===== config.mk =====
export PLATFORM = sky130hd
export DESIGN_NAME = slurm16_mem_arbiter_flat
export DESIGN_NICKNAME = d
export VERILOG_FILES = /design/src/rtl/slurm16_mem_arbiter_if.sv /design/src/rtl/slurm16_mem_arbiter.sv /design/src/flat_wrapper.sv
export SDC_FILE = /design/constraint.sdc
export NUM_CORES = 1
export LEC_CHECK = 0
export CAP_MARGIN = 30
export CORE_UTILIZATION = 35
export CTS_CLUSTER_DIAMETER = 100
export DETAILED_ROUTE_END_ITERATION = 8
export PLACE_DENSITY = 0.85
export SYNTH_ARGS = -nofsm -noshare
export SYNTH_HDL_FRONTEND = slang
export SYNTH_SLANG_ARGS = --single-unit
export TNS_END_PERCENT = 20

===== constraint.sdc =====
create_clock -name i_clk -period 3.8 [get_ports i_clk]
set_input_delay 0.57 -clock i_clk [delete_from_list [all_inputs] [get_ports i_clk]]
set_output_delay 0.57 -clock i_clk [all_outputs]
set_load 0.02 [all_outputs]

===== src/rtl/slurm16_mem_arbiter_if.sv =====
// Bus bundle between slurm16 memory masters, the arbiter and the SRAM port.
// slave = arbiter view, master = environment (requesters + SRAM) view.
interface slurm16_mem_arbiter_if #(
  parameter int CHANNELS  = 4,
  parameter int ADDR_BITS = 15,
  parameter int DATA_BITS = 16
);
  localparam int MASK_BITS = DATA_BITS / 8;

  logic [CHANNELS-1:0]           req;
  logic [CHANNELS-1:0]           wr;
  logic [CHANNELS*ADDR_BITS-1:0] addr;
  logic [CHANNELS*DATA_BITS-1:0] wdata;
  logic [CHANNELS*MASK_BITS-1:0] mask;
  logic [CHANNELS-1:0]           grant;
  logic [CHANNELS-1:0]           rvalid;
  logic [DATA_BITS-1:0]          rdata;
  logic [ADDR_BITS-1:0]          mem_addr;
  logic [DATA_BITS-1:0]          mem_wdata;
  logic [MASK_BITS-1:0]          mem_mask;
  logic                          mem_we;
  logic                          mem_re;
  logic [DATA_BITS-1:0]          mem_rdata;

  modport slave (
    input  req, wr, addr, wdata, mask, mem_rdata,
    output grant, rvalid, rdata, mem_addr, mem_wdata, mem_mask, mem_we, mem_re
  );

  modport master (
    output req, wr, addr, wdata, mask, mem_rdata,
    input  grant, rvalid, rdata, mem_addr, mem_wdata, mem_mask, mem_we, mem_re
  );
endinterface


===== src/rtl/slurm16_mem_arbiter.sv =====
// Round-robin N-channel arbiter onto one single-port SRAM with tagged read return.
// Optional macro SLURM16_ARB_CH0_PRIORITY_EN gives channel 0 (fetch) absolute priority.
module slurm16_mem_arbiter #(
  parameter int CHANNELS     = 4,
  parameter int ADDR_BITS    = 15,
  parameter int DATA_BITS    = 16,
  parameter int READ_LATENCY = 1
) (
  input logic                  i_clk,
  input logic                  i_rst,
  slurm16_mem_arbiter_if.slave bus
);
  localparam int MASK_BITS = DATA_BITS / 8;
  localparam int IDX_BITS  = (CHANNELS > 1) ? $clog2(CHANNELS) : 1;
  localparam logic [IDX_BITS-1:0] LAST_INIT = IDX_BITS'(CHANNELS - 1);

  logic [IDX_BITS-1:0]  r_last;
  logic [IDX_BITS-1:0]  w_cand;
  logic [IDX_BITS-1:0]  w_idx;
  logic                 w_any;
  logic                 w_upd_last;
  logic [CHANNELS-1:0]  w_grant;

  logic [ADDR_BITS-1:0] r_mem_addr;
  logic [DATA_BITS-1:0] r_mem_wdata;
  logic [MASK_BITS-1:0] r_mem_mask;
  logic                 r_mem_we;
  logic                 r_mem_re;
  logic [IDX_BITS-1:0]  r_mem_idx;
  logic                 r_tag_v   [READ_LATENCY];
  logic [IDX_BITS-1:0]  r_tag_idx [READ_LATENCY];

  // Search starts one past the previous winner so every requester is reached.
  always_comb begin
    w_any  = 1'b0;
    w_idx  = r_last;
    w_cand = r_last;
    for (int i = 1; i <= CHANNELS; i++) begin
      w_cand = IDX_BITS'((int'(r_last) + i) % CHANNELS);
`ifdef SLURM16_ARB_CH0_PRIORITY_EN
      w_idx = (!w_any && (w_cand != '0) && bus.req[w_cand]) ? w_cand : w_idx;
      w_any = w_any | ((w_cand != '0) & bus.req[w_cand]);
`else
      w_idx = (!w_any && bus.req[w_cand]) ? w_cand : w_idx;
      w_any = w_any | bus.req[w_cand];
`endif
    end
`ifdef SLURM16_ARB_CH0_PRIORITY_EN
    w_idx      = bus.req[0] ? '0 : w_idx;
    w_any      = w_any | bus.req[0];
    w_upd_last = w_any & ~bus.req[0];
`else
    w_upd_last = w_any;
`endif
    w_grant = (w_any && !i_rst) ? ({{(CHANNELS-1){1'b0}}, 1'b1} << w_idx) : '0;
  end

  assign bus.grant     = w_grant;
  assign bus.mem_addr  = r_mem_addr;
  assign bus.mem_wdata = r_mem_wdata;
  assign bus.mem_mask  = r_mem_mask;
  assign bus.mem_we    = r_mem_we;
  assign bus.mem_re    = r_mem_re;

  // Read data is a straight pass-through of the SRAM bus, qualified by the oldest tag.
  always_comb begin
    bus.rvalid = '0;
    bus.rdata  = '0;
    if (r_tag_v[READ_LATENCY-1] && !i_rst) begin
      bus.rvalid[r_tag_idx[READ_LATENCY-1]] = 1'b1;
      bus.rdata                             = bus.mem_rdata;
    end else begin
      bus.rvalid = '0;
      bus.rdata  = '0;
    end
  end

  // Command register, round-robin pointer and read-tag pipeline.
  always_ff @(posedge i_clk) begin
    if (i_rst) begin
      r_last      <= LAST_INIT;
      r_mem_addr  <= '0;
      r_mem_wdata <= '0;
      r_mem_mask  <= '0;
      r_mem_we    <= 1'b0;
      r_mem_re    <= 1'b0;
      r_mem_idx   <= '0;
      for (int i = 0; i < READ_LATENCY; i++) begin
        r_tag_v[i]   <= 1'b0;
        r_tag_idx[i] <= '0;
      end
    end else begin
      if (w_upd_last) begin
        r_last <= w_idx;
      end
      if (w_any) begin
        r_mem_addr  <= bus.addr[int'(w_idx)*ADDR_BITS +: ADDR_BITS];
        r_mem_wdata <= bus.wdata[int'(w_idx)*DATA_BITS +: DATA_BITS];
        r_mem_mask  <= bus.mask[int'(w_idx)*MASK_BITS +: MASK_BITS];
        r_mem_we    <= bus.wr[w_idx];
        r_mem_re    <= ~bus.wr[w_idx];
        r_mem_idx   <= w_idx;
      end else begin
        r_mem_we <= 1'b0;
        r_mem_re <= 1'b0;
      end
      r_tag_v[0]   <= r_mem_re;
      r_tag_idx[0] <= r_mem_idx;
      for (int i = 1; i < READ_LATENCY; i++) begin
        r_tag_v[i]   <= r_tag_v[i-1];
        r_tag_idx[i] <= r_tag_idx[i-1];
      end
    end
  end
endmodule

===== src/flat_wrapper.sv =====
// flat-port wrapper written by rule: the top's interface ports become plain ports
module slurm16_mem_arbiter_flat 
#(
  parameter int CHANNELS     = 4,
  parameter int ADDR_BITS    = 15,
  parameter int DATA_BITS    = 16,
  parameter int READ_LATENCY = 1
)
  (i_clk, i_rst, bus_req, bus_wr, bus_addr, bus_wdata, bus_mask, bus_mem_rdata, bus_grant, bus_rvalid, bus_rdata, bus_mem_addr, bus_mem_wdata, bus_mem_mask, bus_mem_we, bus_mem_re);
  slurm16_mem_arbiter_if #(.CHANNELS(CHANNELS), .ADDR_BITS(ADDR_BITS), .DATA_BITS(DATA_BITS)) bus_i ();
  input logic i_clk;
  input logic i_rst;
  input wire logic [$bits(bus_i.req)-1:0] bus_req;
  input wire logic [$bits(bus_i.wr)-1:0] bus_wr;
  input wire logic [$bits(bus_i.addr)-1:0] bus_addr;
  input wire logic [$bits(bus_i.wdata)-1:0] bus_wdata;
  input wire logic [$bits(bus_i.mask)-1:0] bus_mask;
  input wire logic [$bits(bus_i.mem_rdata)-1:0] bus_mem_rdata;
  output wire logic [$bits(bus_i.grant)-1:0] bus_grant;
  output wire logic [$bits(bus_i.rvalid)-1:0] bus_rvalid;
  output wire logic [$bits(bus_i.rdata)-1:0] bus_rdata;
  output wire logic [$bits(bus_i.mem_addr)-1:0] bus_mem_addr;
  output wire logic [$bits(bus_i.mem_wdata)-1:0] bus_mem_wdata;
  output wire logic [$bits(bus_i.mem_mask)-1:0] bus_mem_mask;
  output wire logic [$bits(bus_i.mem_we)-1:0] bus_mem_we;
  output wire logic [$bits(bus_i.mem_re)-1:0] bus_mem_re;
  assign bus_i.req = bus_req;
  assign bus_i.wr = bus_wr;
  assign bus_i.addr = bus_addr;
  assign bus_i.wdata = bus_wdata;
  assign bus_i.mask = bus_mask;
  assign bus_i.mem_rdata = bus_mem_rdata;
  assign bus_grant = bus_i.grant;
  assign bus_rvalid = bus_i.rvalid;
  assign bus_rdata = bus_i.rdata;
  assign bus_mem_addr = bus_i.mem_addr;
  assign bus_mem_wdata = bus_i.mem_wdata;
  assign bus_mem_mask = bus_i.mem_mask;
  assign bus_mem_we = bus_i.mem_we;
  assign bus_mem_re = bus_i.mem_re;
  slurm16_mem_arbiter #(.CHANNELS(CHANNELS), .ADDR_BITS(ADDR_BITS), .DATA_BITS(DATA_BITS), .READ_LATENCY(READ_LATENCY)) u_core (.i_clk(i_clk), .i_rst(i_rst), .bus(bus_i));
endmodule

==> impl_metrics.py <==
metrics = {
    "sta": {
        "rsz0062_at_grt": "no",
        "tightest_slew_ns": 0.744,
        "slew_viol_final": 0,
        "fin_crit_ns": 3.43,
        "fin_tns_setup_ns": 0,
        "final-hold-violation-count": 0,
        "setup_viol_count_final": 0,
        "maxSlewHeadroom_pct": 50.4,
        "finalClockSkew_ns": 0.00435,
        "maxClockFrequency_ghz": 0.291,
        "hold_slack_ns": 0.466,
        "fin_crit_sh_pct": 90.4,
    },
    "global_routing": {
        "grt-busiest-layer": "met2",
        "grt_max_degree": 35,
        "grt_use_met2_pct": 49.5,
        "grt_pass1_wl_mm": 18.3,
        "grt_pass1_vias": 3734,
        "grt_usage_pct": 26.8,
        "grt_util_met1_pct": 30.9,
        "grt-ovfl-total": 0,
        "antenna_found_initial": 0,
        "grt_use_met3_pct": 4.23,
    },
    "synthesis": {
        "synth_cells": 354,
        "avgSynthCellArea_um2": 8.20,
        "syn_area_um2": 2900,
        "yosys.area.top_type": "dfxtp_1",
        "yosys_warnings": 0,
        "synth_cell_types": 32,
        "ys_ff_latch": 42,
        "ys_seq_area_share_pct": 29.0,
        "synth.area.top_cells": "dfxtp_1 (29%), mux2i_1 (11%), a211o_1 (10%)",
        "synth_top_area_share_pct": 29.0,
        "synth_fp_nets": 512,
    },
    "placed_design": {
        "io_buffers": 216,
        "post_dp_cell_area_um2": 5120,
        "gp_congestion": 0.891,
        "hpwl_mm": 8.53,
    },
    "layout": {
        "layout_commonest_cell": "clkdlybuf4s50_1",
        "final_cell_mix": "clkdlybuf4s50_1 (216), dfxtp_1 (42), nand2_1 (40)",
        "diodes": 0,
        "drive_gt1_share_pct": 4.72,
        "final_util_pct": 66.1,
        "nNetsFinal": 708,
        "area_growth_pct": 79.5,
        "design_area_um2": 5210,
    },
    "worst_setup_path": {
        "reg2reg_depth": 5,
        "crit_arrival_ns": 2.86,
        "required_ns": 3.23,
        "path_class": "in -> out",
        "reg2reg_from": "u_core.r_last[1]",
        "r2r_end": "u_core.bus.mem_addr[6]",
        "endpoint": "bus_grant[0]",
        "cp-end-kind": "primary output",
        "cp-startpoint": "bus_req[1]",
        "worstPathMaxFanout": 13,
        "start_kind": "primary input",
        "reg2reg_slack_ns": 1.77,
    },
    "run_status": {
        "status": "finished clean",
    },
    "hold_path": {
        "hp-class": "reg -> reg",
        "holdCritStartpoint": "u_core.r_mem_idx[1]",
    },
    "floorplan": {
        "rows": 32,
        "start_util_pct": 36.8,
        "core_area_um2": 7890,
        "die-area_um2": 8670,
        "die_h_um": 93.1,
        "boundaryPins": 217,
        "die-width_um": 93.1,
    },
    "pwr": {
        "p_per_area_nw_per_um2": 310,
        "ir_worst_vdd_uv": 175,
        "p_leak_nw": 1.98,
    },
    "clocking": {
        "root_buffer": "clkbuf_8",
        "cts_max_path_buffers": 2,
        "cts_tree": "yes",
        "clk_pin_slew_worst_paths_ns": 0.08,
        "cts_setup_buffers": 0,
        "cts_max_level": 2,
        "cts_hold_buf": 0,
        "numCtsBuffers": 5,
        "clock-sinks": 42,
        "cts_resized": 0,
        "clk_latency_ns": 0.29,
    },
    "detailed_routing": {
        "vias": 3765,
        "drt_iter0_drc": 218,
        "final_antenna_net_count": 0,
        "vias_per_cell": 5.77,
        "drc": 0,
        "wl_mm": 11.8,
        "dr.pass1.iters": 5,
        "wire_per_inst_um": 18.0,
    },
    "job": {
        "cap_viol_max_count": 0,
    },
}
-- worst min path at each step --
stage,end,slack [ns],depth (start not counted)
finish,u_core.r_mem_idx[1],0.47,2
floorplan,u_core.r_mem_idx[1],0.43,2
CTS,u_core.r_tag_idx[0][0],0.47,1
detailed placement,u_core.r_tag_idx[0][0],0.46,1
global route,u_core.r_tag_idx[0][0],0.48,1
global placement,u_core.r_mem_idx[1],0.44,2
-- power by group --
group          switching [mW]  leakage [nW]  internal (mW)
Clock                   0.153        0.0482          0.147
Combinational           0.367          1.59          0.402
Sequential             0.0398         0.349          0.508
-- sequential cells by signal, summed over array words and instances, names as in the netlist --
register,cells
u_core.bus.mem_we,1
u_core.bus.mem_addr,15
u_core.bus.mem_re,1
u_core.r_tag_idx,2
u_core.bus.mem_wdata,16
u_core.bus.mem_mask,2
u_core.r_last,2
u_core.r_mem_idx,2
u_core.r_tag_v,1
-- stage by stage --
step / worst slack (ns) / power, mW / instances
final: 0.366 / 1.62 / 653
after global routing: 0.165 / 1.69 / 653
after CTS: 0.390 / 1.63 / 653
after detailed placement: 0.408 / 1.32 / 645
after global placement: 0.489 / 1.30 / 645
after floorplan: 1.25 / 0.940 / 354
-- final cells by class --
| class | instances | area, µm² |
|---|---|---|
| flip-flops and latches | 42 | 841 |
| clock inverters | 1 | 5.00 |
| multi-input cells | 270 | 1880 |
| repair buffers | 231 | 2270 |
| clock buffers | 7 | 86.3 |
| fillers | 631 | 2670 |
| well taps | 102 | 128 |
-- critical path, stage by stage --
cell and delay, ns:
clkdlybuf4s50_1 0.58, nand2b_1 0.18, a21o_1 0.24, nand2_1 0.35, nand2_1 0.20, nor2_1 0.13, clkdlybuf4s50_1 0.61
-- cell usage after synthesis --
library cell	count
a211oi_1	1
o21ai_1	1
clkbuf_1	22
and3b_1	1
a21oi_1	4
o211a_1	1
o21a_1	1
dfxtp_1	42
nand2b_1	4
nor3_1	2
nand3_1	6
and3_1	2
or2_1	2
buf_2	13
nor4_1	1
nor3b_1	1
o211ai_1	34
a21o_1	2
mux2i_1	33
nor3_4	1
buf_1	3
nor2b_1	6
and2_1	17
nand4_1	33
o31ai_1	33
buf_6	3
o21ai_0	2
a21oi_2	1
nor2_1	8
nand2_1	40
a211o_1	33
clkbuf_2	1
-- cells by family (layout without fill, tap and decap cells) --
logic type	Yosys count	in the layout	share of synthesized area [%]
compound gates	113	113	30.2
buf+inv	42	239	6.81
flops	42	42	29.0
mux	33	33	11.4
simple gates	124	124	22.7
-- per-layer routing --
metal / up-vias / wire [µm]
li1: 1750 / -
met1: 1761 / 4430
met2: 227 / 6070
met3: 27 / 1030
met4: 0 / 257
met5: - / 0
No activity file was read; power rests on OpenSTA's default activity.
